## config.mk

```make
export PLATFORM = sky130hd
export DESIGN_NAME = time_disp_driver
export DESIGN_NICKNAME = d
export VERILOG_FILES = /design/src/rtl/time_disp_driver.sv
export SDC_FILE = /design/constraint.sdc
export NUM_CORES = 1
export LEC_CHECK = 0
export ABC_CLOCK_PERIOD_IN_PS = 6100
export BUFFER_PORTS_ARGS = -buffer_cell sky130_fd_sc_hd__buf_2
export CORE_MARGIN = 4
export CORE_UTILIZATION = 43
export DETAILED_ROUTE_END_ITERATION = 12
export SYNTH_ARGS = -nofsm -noshare
export SYNTH_HDL_FRONTEND = slang
export SYNTH_SLANG_ARGS = --single-unit
```

## constraint.sdc

```tcl
create_clock -name kh_clk -period 6.1 [get_ports kh_clk]
set_input_delay 0.61 -clock kh_clk [delete_from_list [all_inputs] [get_ports kh_clk]]
set_output_delay 0.61 -clock kh_clk [all_outputs]
set_load 0.005 [all_outputs]
```

## src/rtl/time_disp_driver.sv

```systemverilog
// Time-of-day to 4-digit multiplexed 7-segment driver with a double-dabble BCD converter.
// Optional build macro TIME_DISP_HR12_EN shows hour 0 as "12" in HH:MM mode.
module time_disp_driver #(
    parameter int unsigned SCAN_DIV = 4
) (
    input  logic        kh_clk,
    input  logic        reset,
    input  logic [26:0] disp_time,
    input  logic        mode,
    output logic [3:0]  an,
    output logic [6:0]  seg,
    output logic        dp,
    output logic        busy,
    output logic        err
);

    typedef enum logic [1:0] {StIdle, StLoad, StConv, StDone} state_e;

    state_e      state_q, state_d;
    logic [17:0] key_q;
    logic        force_q;
    logic [16:0] snap_q;
    logic        snap_mode_q;
    logic [5:0]  bin_hi_q, bin_lo_q;
    logic [7:0]  bcd_hi_q, bcd_lo_q;
    logic [2:0]  iter_q;
    logic [15:0] dig_q;
    logic        blank_q, err_q, busy_q;
    logic [7:0]  cnt_q, cnt_d;
    logic [1:0]  idx_q, idx_d;
    logic [3:0]  an_q;
    logic [6:0]  seg_q, seg_d;
    logic        dp_q;

    logic [17:0] key_live;
    logic [4:0]  s_hr;
    logic [5:0]  s_min, s_sec;
    logic        oor, new_blank;
    logic [15:0] new_dig;
    logic [3:0]  cur_dig;
    logic        unused_ms;

    assign key_live  = {disp_time[26:10], mode};
    assign unused_ms = ^disp_time[9:0];
    assign s_hr      = snap_q[16:12];
    assign s_min     = snap_q[11:6];
    assign s_sec     = snap_q[5:0];

    // One shift-add-3 step on a two-digit BCD accumulator; tens never exceeds 6.
    function automatic logic [7:0] dd_step(input logic [7:0] bcd, input logic b);
        logic [3:0] t, u;
        t = bcd[7:4];
        u = bcd[3:0];
        if (t >= 4'd5) t = t + 4'd3;
        if (u >= 4'd5) u = u + 4'd3;
        return {t[2:0], u, b};
    endfunction

    function automatic logic [6:0] seg_of(input logic [3:0] d);
        case (d)
            4'd0:    return 7'b1000000;
            4'd1:    return 7'b1111001;
            4'd2:    return 7'b0100100;
            4'd3:    return 7'b0110000;
            4'd4:    return 7'b0011001;
            4'd5:    return 7'b0010010;
            4'd6:    return 7'b0000010;
            4'd7:    return 7'b1111000;
            4'd8:    return 7'b0000000;
            4'd9:    return 7'b0010000;
            default: return 7'b1111111;
        endcase
    endfunction

    always_comb begin
        state_d = state_q;
        unique case (state_q)
            StIdle: if (force_q || (key_live != key_q)) state_d = StLoad;
            StLoad: state_d = StConv;
            StConv: if (iter_q == 3'd5) state_d = StDone;
            StDone: state_d = StIdle;
            default: state_d = StIdle;
        endcase
    end

    always_comb begin
        oor       = (s_hr > 5'd23) || (s_min > 6'd59) || (s_sec > 6'd59);
        new_dig   = {bcd_hi_q, bcd_lo_q};
        new_blank = !snap_mode_q && (bcd_hi_q[7:4] == 4'd0);
`ifdef TIME_DISP_HR12_EN
        if (!snap_mode_q && (s_hr == 5'd0)) begin
            new_dig[15:8] = 8'h12;
            new_blank     = 1'b0;
        end
`endif
    end

    always_ff @(posedge kh_clk or negedge reset) begin
        if (!reset) begin
            state_q     <= StIdle;
            key_q       <= '0;
            force_q     <= 1'b1;
            snap_q      <= '0;
            snap_mode_q <= 1'b0;
            bin_hi_q    <= '0;
            bin_lo_q    <= '0;
            bcd_hi_q    <= '0;
            bcd_lo_q    <= '0;
            iter_q      <= '0;
            dig_q       <= '0;
            blank_q     <= 1'b0;
            err_q       <= 1'b0;
            busy_q      <= 1'b0;
        end else begin
            state_q <= state_d;
            unique case (state_q)
                StIdle: if (state_d == StLoad) busy_q <= 1'b1;
                StLoad: begin
                    snap_q      <= disp_time[26:10];
                    snap_mode_q <= mode;
                    bin_hi_q    <= mode ? disp_time[21:16] : {1'b0, disp_time[26:22]};
                    bin_lo_q    <= mode ? disp_time[15:10] : disp_time[21:16];
                    bcd_hi_q    <= '0;
                    bcd_lo_q    <= '0;
                    iter_q      <= '0;
                    busy_q      <= 1'b1;
                end
                StConv: begin
                    bcd_hi_q <= dd_step(bcd_hi_q, bin_hi_q[5]);
                    bcd_lo_q <= dd_step(bcd_lo_q, bin_lo_q[5]);
                    bin_hi_q <= {bin_hi_q[4:0], 1'b0};
                    bin_lo_q <= {bin_lo_q[4:0], 1'b0};
                    iter_q   <= iter_q + 3'd1;
                end
                StDone: begin
                    dig_q   <= new_dig;
                    blank_q <= new_blank;
                    err_q   <= oor;
                    key_q   <= {snap_q, snap_mode_q};
                    force_q <= 1'b0;
                    busy_q  <= 1'b0;
                end
                default: ;
            endcase
        end
    end

    // Scan path: an/seg/dp all computed from the next digit index so they change together.
    always_comb begin
        cnt_d = cnt_q + 8'd1;
        idx_d = idx_q;
        if (cnt_q >= 8'(SCAN_DIV - 1)) begin
            cnt_d = '0;
            idx_d = idx_q - 2'd1;
        end
        unique case (idx_d)
            2'd3:    cur_dig = dig_q[15:12];
            2'd2:    cur_dig = dig_q[11:8];
            2'd1:    cur_dig = dig_q[7:4];
            default: cur_dig = dig_q[3:0];
        endcase
        if (err_q) seg_d = 7'b0111111;
        else if ((idx_d == 2'd3) && blank_q) seg_d = 7'b1111111;
        else seg_d = seg_of(cur_dig);
    end

    always_ff @(posedge kh_clk or negedge reset) begin
        if (!reset) begin
            cnt_q <= '0;
            idx_q <= '0;
            an_q  <= 4'b1111;
            seg_q <= 7'b1111111;
            dp_q  <= 1'b1;
        end else begin
            cnt_q <= cnt_d;
            idx_q <= idx_d;
            an_q  <= ~(4'b0001 << idx_d);
            seg_q <= seg_d;
            dp_q  <= !((idx_d == 2'd2) && !snap_q[0]);
        end
    end

    assign an   = an_q;
    assign seg  = seg_q;
    assign dp   = dp_q;
    assign busy = busy_q;
    assign err  = err_q;

endmodule

```

## After elaboration in Yosys (flattened, before gate mapping)

Memories as Yosys holds them, arrays and structs flattened.
Cells that the tools add are included.

- Multipliers: 0
- Eq/ne operators: 10
- Add/subtract/negate cells: 7
- Shift-type cells: 1
- Multiplexer cells: 21
- $lt $le $gt $ge: 8
- Bitwise logic cells: 1
- Reductions and logical operators: 14
- Divide/modulo/power cells: 0

Operators by type and width:

| operator | number |
|---|---|
| one-hot mux 8 bit (2 select lines) | 2 |
| one-hot mux 6 bit (2 select lines) | 2 |
| != test 18 bit | 1 |
| greater-or-equal comparator 4 x 3 -> 1 bit, second input constant | 4 |
| 2-to-1 mux 7 bit | 2 |
| greater-than comparator 6 bit, second input constant | 2 |
| 2-to-1 mux 6 bit | 2 |
| one-hot mux 4 bit (3 select lines) | 1 |
| adder 4 x 2 -> 4 bit, second input constant | 2 |
| adder 8 x 1 -> 8 bit, second input constant | 1 |
| equality test 2 bit, second input constant | 4 |
| greater-or-equal comparator 8 x 2 -> 1 bit, second input constant | 1 |
| 2-to-1 mux 4 bit | 2 |
| 2-to-1 mux 8 bit | 1 |
| one-hot mux 2 bit (4 select lines) | 1 |
| adder 3 x 2 -> 3 bit, second input constant | 2 |
| equality test 2 x 1 -> 1 bit, second input constant | 3 |
| 2-to-1 mux 2 bit | 3 |
| 2-to-1 mux 3 bit | 2 |
| one-hot mux 3 bit (2 select lines) | 1 |
| greater-than comparator 5 bit, second input constant | 1 |
| logical NOT 4 bit | 1 |
| NOT 4 bit | 1 |
| << shifter 1 x 2 -> 4 bit, first input constant | 1 |
| other kinds (13) | 19 |

- Bits in registers: 111
- Latch bits: 0
- Memories: 1
- Memory bits (writable): 0
- Memory bits (read-only): 112

Memories:

| name | depth | bits a word | rd ports | clocked after memory_dff | wr ports | line | text |
|---|---|---|---|---|---|---|---|
| (name not given) | 16 | 7 | 1 | 0 | 0 | 60 | `case (d)` |

## Logic depth before layout (Yosys ltp)

- Depth in word-level cells: 7
- Mapped depth: 11
- Mapped depth without buffers: 10

## Worst setup path before layout

OpenSTA, ideal clock, no wires.

- Path type: reg-to-reg
- From: register cnt_q[2]
- To: register seg_q[1] (netlist: seg[1])
- Buffers on the path: 0
- Library setup time: 61 ps
- Setup slack: 3585 ps
- Arrival: 2454 ps
- Stages on the path, launching flop included: 10
- Cells stage by stage: dfrtp_1 -> nor4_1 -> nand2_1 -> o311ai_0 -> a22oi_1 -> inv_1 -> ha_1 -> nor3_1 -> o22ai_1 -> nand2_1

- Cells in the longest elaborated chain, start to end: 7
- Elaborated cells between the ends (all ways): 10

RTL lines:

| item | line | text |
|---|---|---|
| from (decl) | 29 | `logic [7:0] cnt_q, cnt_d;` |
| from (signal assigned) | 175 | `cnt_q <= cnt_d;` |
| greater-or-equal comparator 8 x 2 -> 1 bit * | 152 | `if (cnt_q >= 8'(SCAN_DIV - 1)) begin` |
| 2-to-1 mux 2 bit * | 152 |  |
| equality test 2 x 1 -> 1 bit (tied with other cells) | 156 | `unique case (idx_d)` |
| one-hot mux 4 bit (3 select lines) | 156 |  |
| memory read (16 x 7 bit) | n/a |  |
| 2-to-1 mux 7 bit * | 163 | `else if ((idx_d == 2'd3) && blank_q) seg_d = 7'b1111111;` |
| 2-to-1 mux 7 bit * | 162 | `if (err_q) seg_d = 7'b0111111;` |
| net seg_d[1] | 32 | `logic [6:0] seg_q, seg_d;` |
| to (signal assigned) | 178 | `seg_q <= seg_d;` |
| to (decl) | 32 |  |

The timed path passes the listed nets; every way through them passes the cells marked *.
A chain may end at the register's enable or synchronous reset.

## Worst setup path in the final report

Ends and elaborated chain as after synthesis.

==> summary.txt <==
Floorplanning
  • Chip height: about 120 um
  • FP Rows: 40
  • Die ar.: between 0.01 and 0.015 sq mm
  • Boundary Pins: between 40 and 50
  • Die W: 120 um
  • Core box area: 0.0121 sq mm
  • Initial Utilization: roughly 44%

STA
  • Max_slew headroom: 32.8%
  • Fin. max-slew vios: 0
  • Top achievable clock speed: 0.317 GHz
  • Hold Vio Cnt, Final: 0
  • Final Critical Period: 3160 ps
  • RSZ-0062 raised after global routing: false
  • Period utilization: 51.8%
  • Clk_skew: approximately 11 ps
  • Pin slew with the least headroom to its limit: 1010 ps
  • Setup TNS: 0 ps
  • Endpoints failing setup: 0

Clock network
  • CTS root buf: clkbuf_16
  • Clk sinks: ~110
  • PostCTS Resize Cnt: 0
  • Clk pin slew, worst setup/hold paths: 70 ps
  • Worst-Skew Late Latency: 350 ps
  • Num CTS Buffers: 9
  • Post-CTS Hold Buffers: 0
  • CTS tree: built
  • H-tree depth: 3
  • Clk buf depth: 2
  • Post-CTS setup buffers: 0

Cells and area
  • Syn-to-layout area delta: 12.1%
  • Share of cells above drive strength 1: around 27%
  • Final core occ: 49.5%
  • Nets: 537
  • Antenna cells: 0

Power and ir drop
  • Sequential fraction of design power: 42.0%
  • Sw power: between 0.001 and 0.0015 W
  • Clock power frac: 21.7%
  • VDD IR-drop max: 0.000246 V
  • Power, Total: 0.00292 W
  • Sw Ratio: 34.4%
  • Pleak: between 2 and 3 nW
  • PwrDens: just under 500 mW/mm^2
  • Int Pwr: 0.00192 W
  • Part of the power in combinational logic: 36.3%

Global routing
  • First-pass GRT wire length: 17.6 mm
  • Initial antenna violation count: 0
  • Total gr overflow: 0
  • Vias in the first global route: 3,442
  • GRT Overall Usage: approximately 15%
  • Largest net degree at the start of global routing: 79

Synth
  • Avg Inst Size Synth: approximately 12 sq um
  • Syn Std Cell Area: 0.00535 sq mm
  • Yosys cell types: 50
  • EDFF count, synth: 0
  • Yosys reg bits: 111
  • Seq/Total Area, Yosys: 52.2%
  • Ys flop type: dfrtp_1
  • YS warnings: 0
  • Synth async-reset ratio: 100%
  • Mapped Cells: 460

Worst setup path
  • Worst Path Arrival: 3440 ps
  • Critical Path Start Type: flip-flop
  • FF-to-FF End: seg[1]$_DFF_PN1_
  • RR Startpoint: cnt_q[2]$_DFF_PN0_
  • Kind of critical path: flip-flop to flip-flop
  • Worst Path Required: 6390 ps
  • Worst r2r path cells: 9
  • Reg2reg setup slack: 2940 ps
  • Critical path peak fanout: 7
  • CP Capture Type: flip-flop

Placed design
  • # port buffers: 33
  • HPWL after DPL: 7.13 mm
  • Placer Congestion: between 0.7 and 0.8

Routing
  • DRT antenna net count: 0
  • Avg WL per Cell: 15.7 um
  • Vias post-DR: 3,462
  • DRT iter0 DRCs: 184
  • Wirelength, routed: 10.4 mm
  • 1st-pass router iterations: 4
  • DRC violations left: 0
  • Vias per cell: 5.25

Job
  • Max Cap Viol: 0

Outcome
  • Status: finished, final reports clean

Hold path
  • Worst Hold Class: input port to asynchronous set/reset pin
-- worst max-delay path: stages (launching register included) --
cell	delay, ps
dfrtp_1	370
nor4_1	840
nand2_1	410
o311ai_0	440
a22oi_1	240
inv_1	170
ha_1	250
nor3_1	190
o22ai_1	100
nand2_1	90
-- flip-flops by register name, indices dropped and copies added, names as in the netlist, 2 cells and up --
name	flops
an	4
bcd_hi_q	8
bcd_lo_q	8
bin_hi_q	6
bin_lo_q	6
cnt_q	8
dig_q	16
idx_q	2
iter_q	3
key_q	18
seg	7
snap_q	17
state_q	2
-- layer usage --
layer | vias to the layer above | routed length, um | GRT usage [%]
li1 | 1679 | - | -
met1 | 1714 | 4880 | 21.2
met2 | 58 | 5040 | 24.6
met3 | 11 | 317 | 3.68
met4 | 0 | 129 | 4.29
met5 | - | 0 | 0
-- final cells by class --
cell class	instances	area (sq um)
Inverter	27	101
Clock buffer	11	243
Fill cell	1081	6110
Clock inverter	5	81.3
Timing Repair Buffer	35	183
Sequential cell	111	2790
Tap cell	168	210
Multi-Input combinational cell	303	2390
-- kinds of logic after synthesis --
family	share of synthesized area, %
other	0.0701
xor gates and xnor gates	4.09
DFF	52.2
buffers and inverters	3.62
adders and majority gates	4.68
and+or+nand+nor	8.77
AOI/OAI and AO/OA	9.12
muxes	17.5
-- cell usage after synthesis (all sizes together), types with 13 or more instances --
library cell | n | area [sq um]
o22ai | 16 | 100
mux2i | 21 | 210
dfrtp | 98 | 2450
o21ai | 23 | 115
dfstp | 13 | 342
ha | 20 | 250
a21oi | 17 | 96.4
nor2 | 15 | 63.8
nand2 | 23 | 86.3
inv | 27 | 101
mux2 | 64 | 724
clkbuf | 18 | 67.6
xnor2 | 13 | 114
-- how the worst max path moves through the flow --
stage,startpoint,slack [ps],endpoint
after floorplan,cnt_q[2]$_DFF_PN0_,3590,seg[1]$_DFF_PN1_
after global placement,cnt_q[2]$_DFF_PN0_,3010,seg[1]$_DFF_PN1_
after detailed placement,cnt_q[2]$_DFF_PN0_,2940,seg[1]$_DFF_PN1_
after CTS,cnt_q[2]$_DFF_PN0_,2920,seg[1]$_DFF_PN1_
after global routing,cnt_q[2]$_DFF_PN0_,2540,seg[1]$_DFF_PN1_
final,cnt_q[2]$_DFF_PN0_,2940,seg[1]$_DFF_PN1_
-- power groups by stage --
stage / sequential, W / clock [W] / combinational [W]
after global placement: 0.00123 / 0 / 0.00104
after CTS: 0.00123 / 0.000648 / 0.00108
after floorplan: 0.00116 / 0 / 0.000868
after detailed placement: 0.00124 / 0 / 0.00107
after global routing: 0.00126 / 0.000684 / 0.00119
final: 0.00123 / 0.000634 / 0.00106
-- cells in the final DEF (no fill, tap or decap), types with 6 or more instances in the layout --
cell,n
mux2_2,63
ha_1,19
conb_1,6
nand2b_1,6
nand3_1,6
inv_1,27
xor2_1,12
dfstp_2,13
nor2_1,14
nand4_1,7
xnor2_1,13
nand2_1,23
clkbuf_16,9
o21ai_0,21
mux2i_1,21
a21oi_1,16
buf_2,32
nor3_1,9
dfrtp_1,98
o22ai_1,16
-- metrics by stage --
| step | worst slack [ps] | instances | hold WS [ps] | instance area, sq um |
|---|---|---|---|---|
| 6_report | 2940 | 660 | 187 | 6000 |
| 3_5_place_dp | 2940 | 644 | 431 | 5670 |
| 5_1_grt | 2540 | 660 | 210 | 6000 |
| 4_1_cts | 2920 | 660 | 200 | 6000 |
| 3_3_place_gp | 3010 | 644 | 422 | 5670 |
| 2_1_floorplan | 3590 | 465 | 314 | 5370 |
No activity file was read; power rests on OpenSTA's default activity.
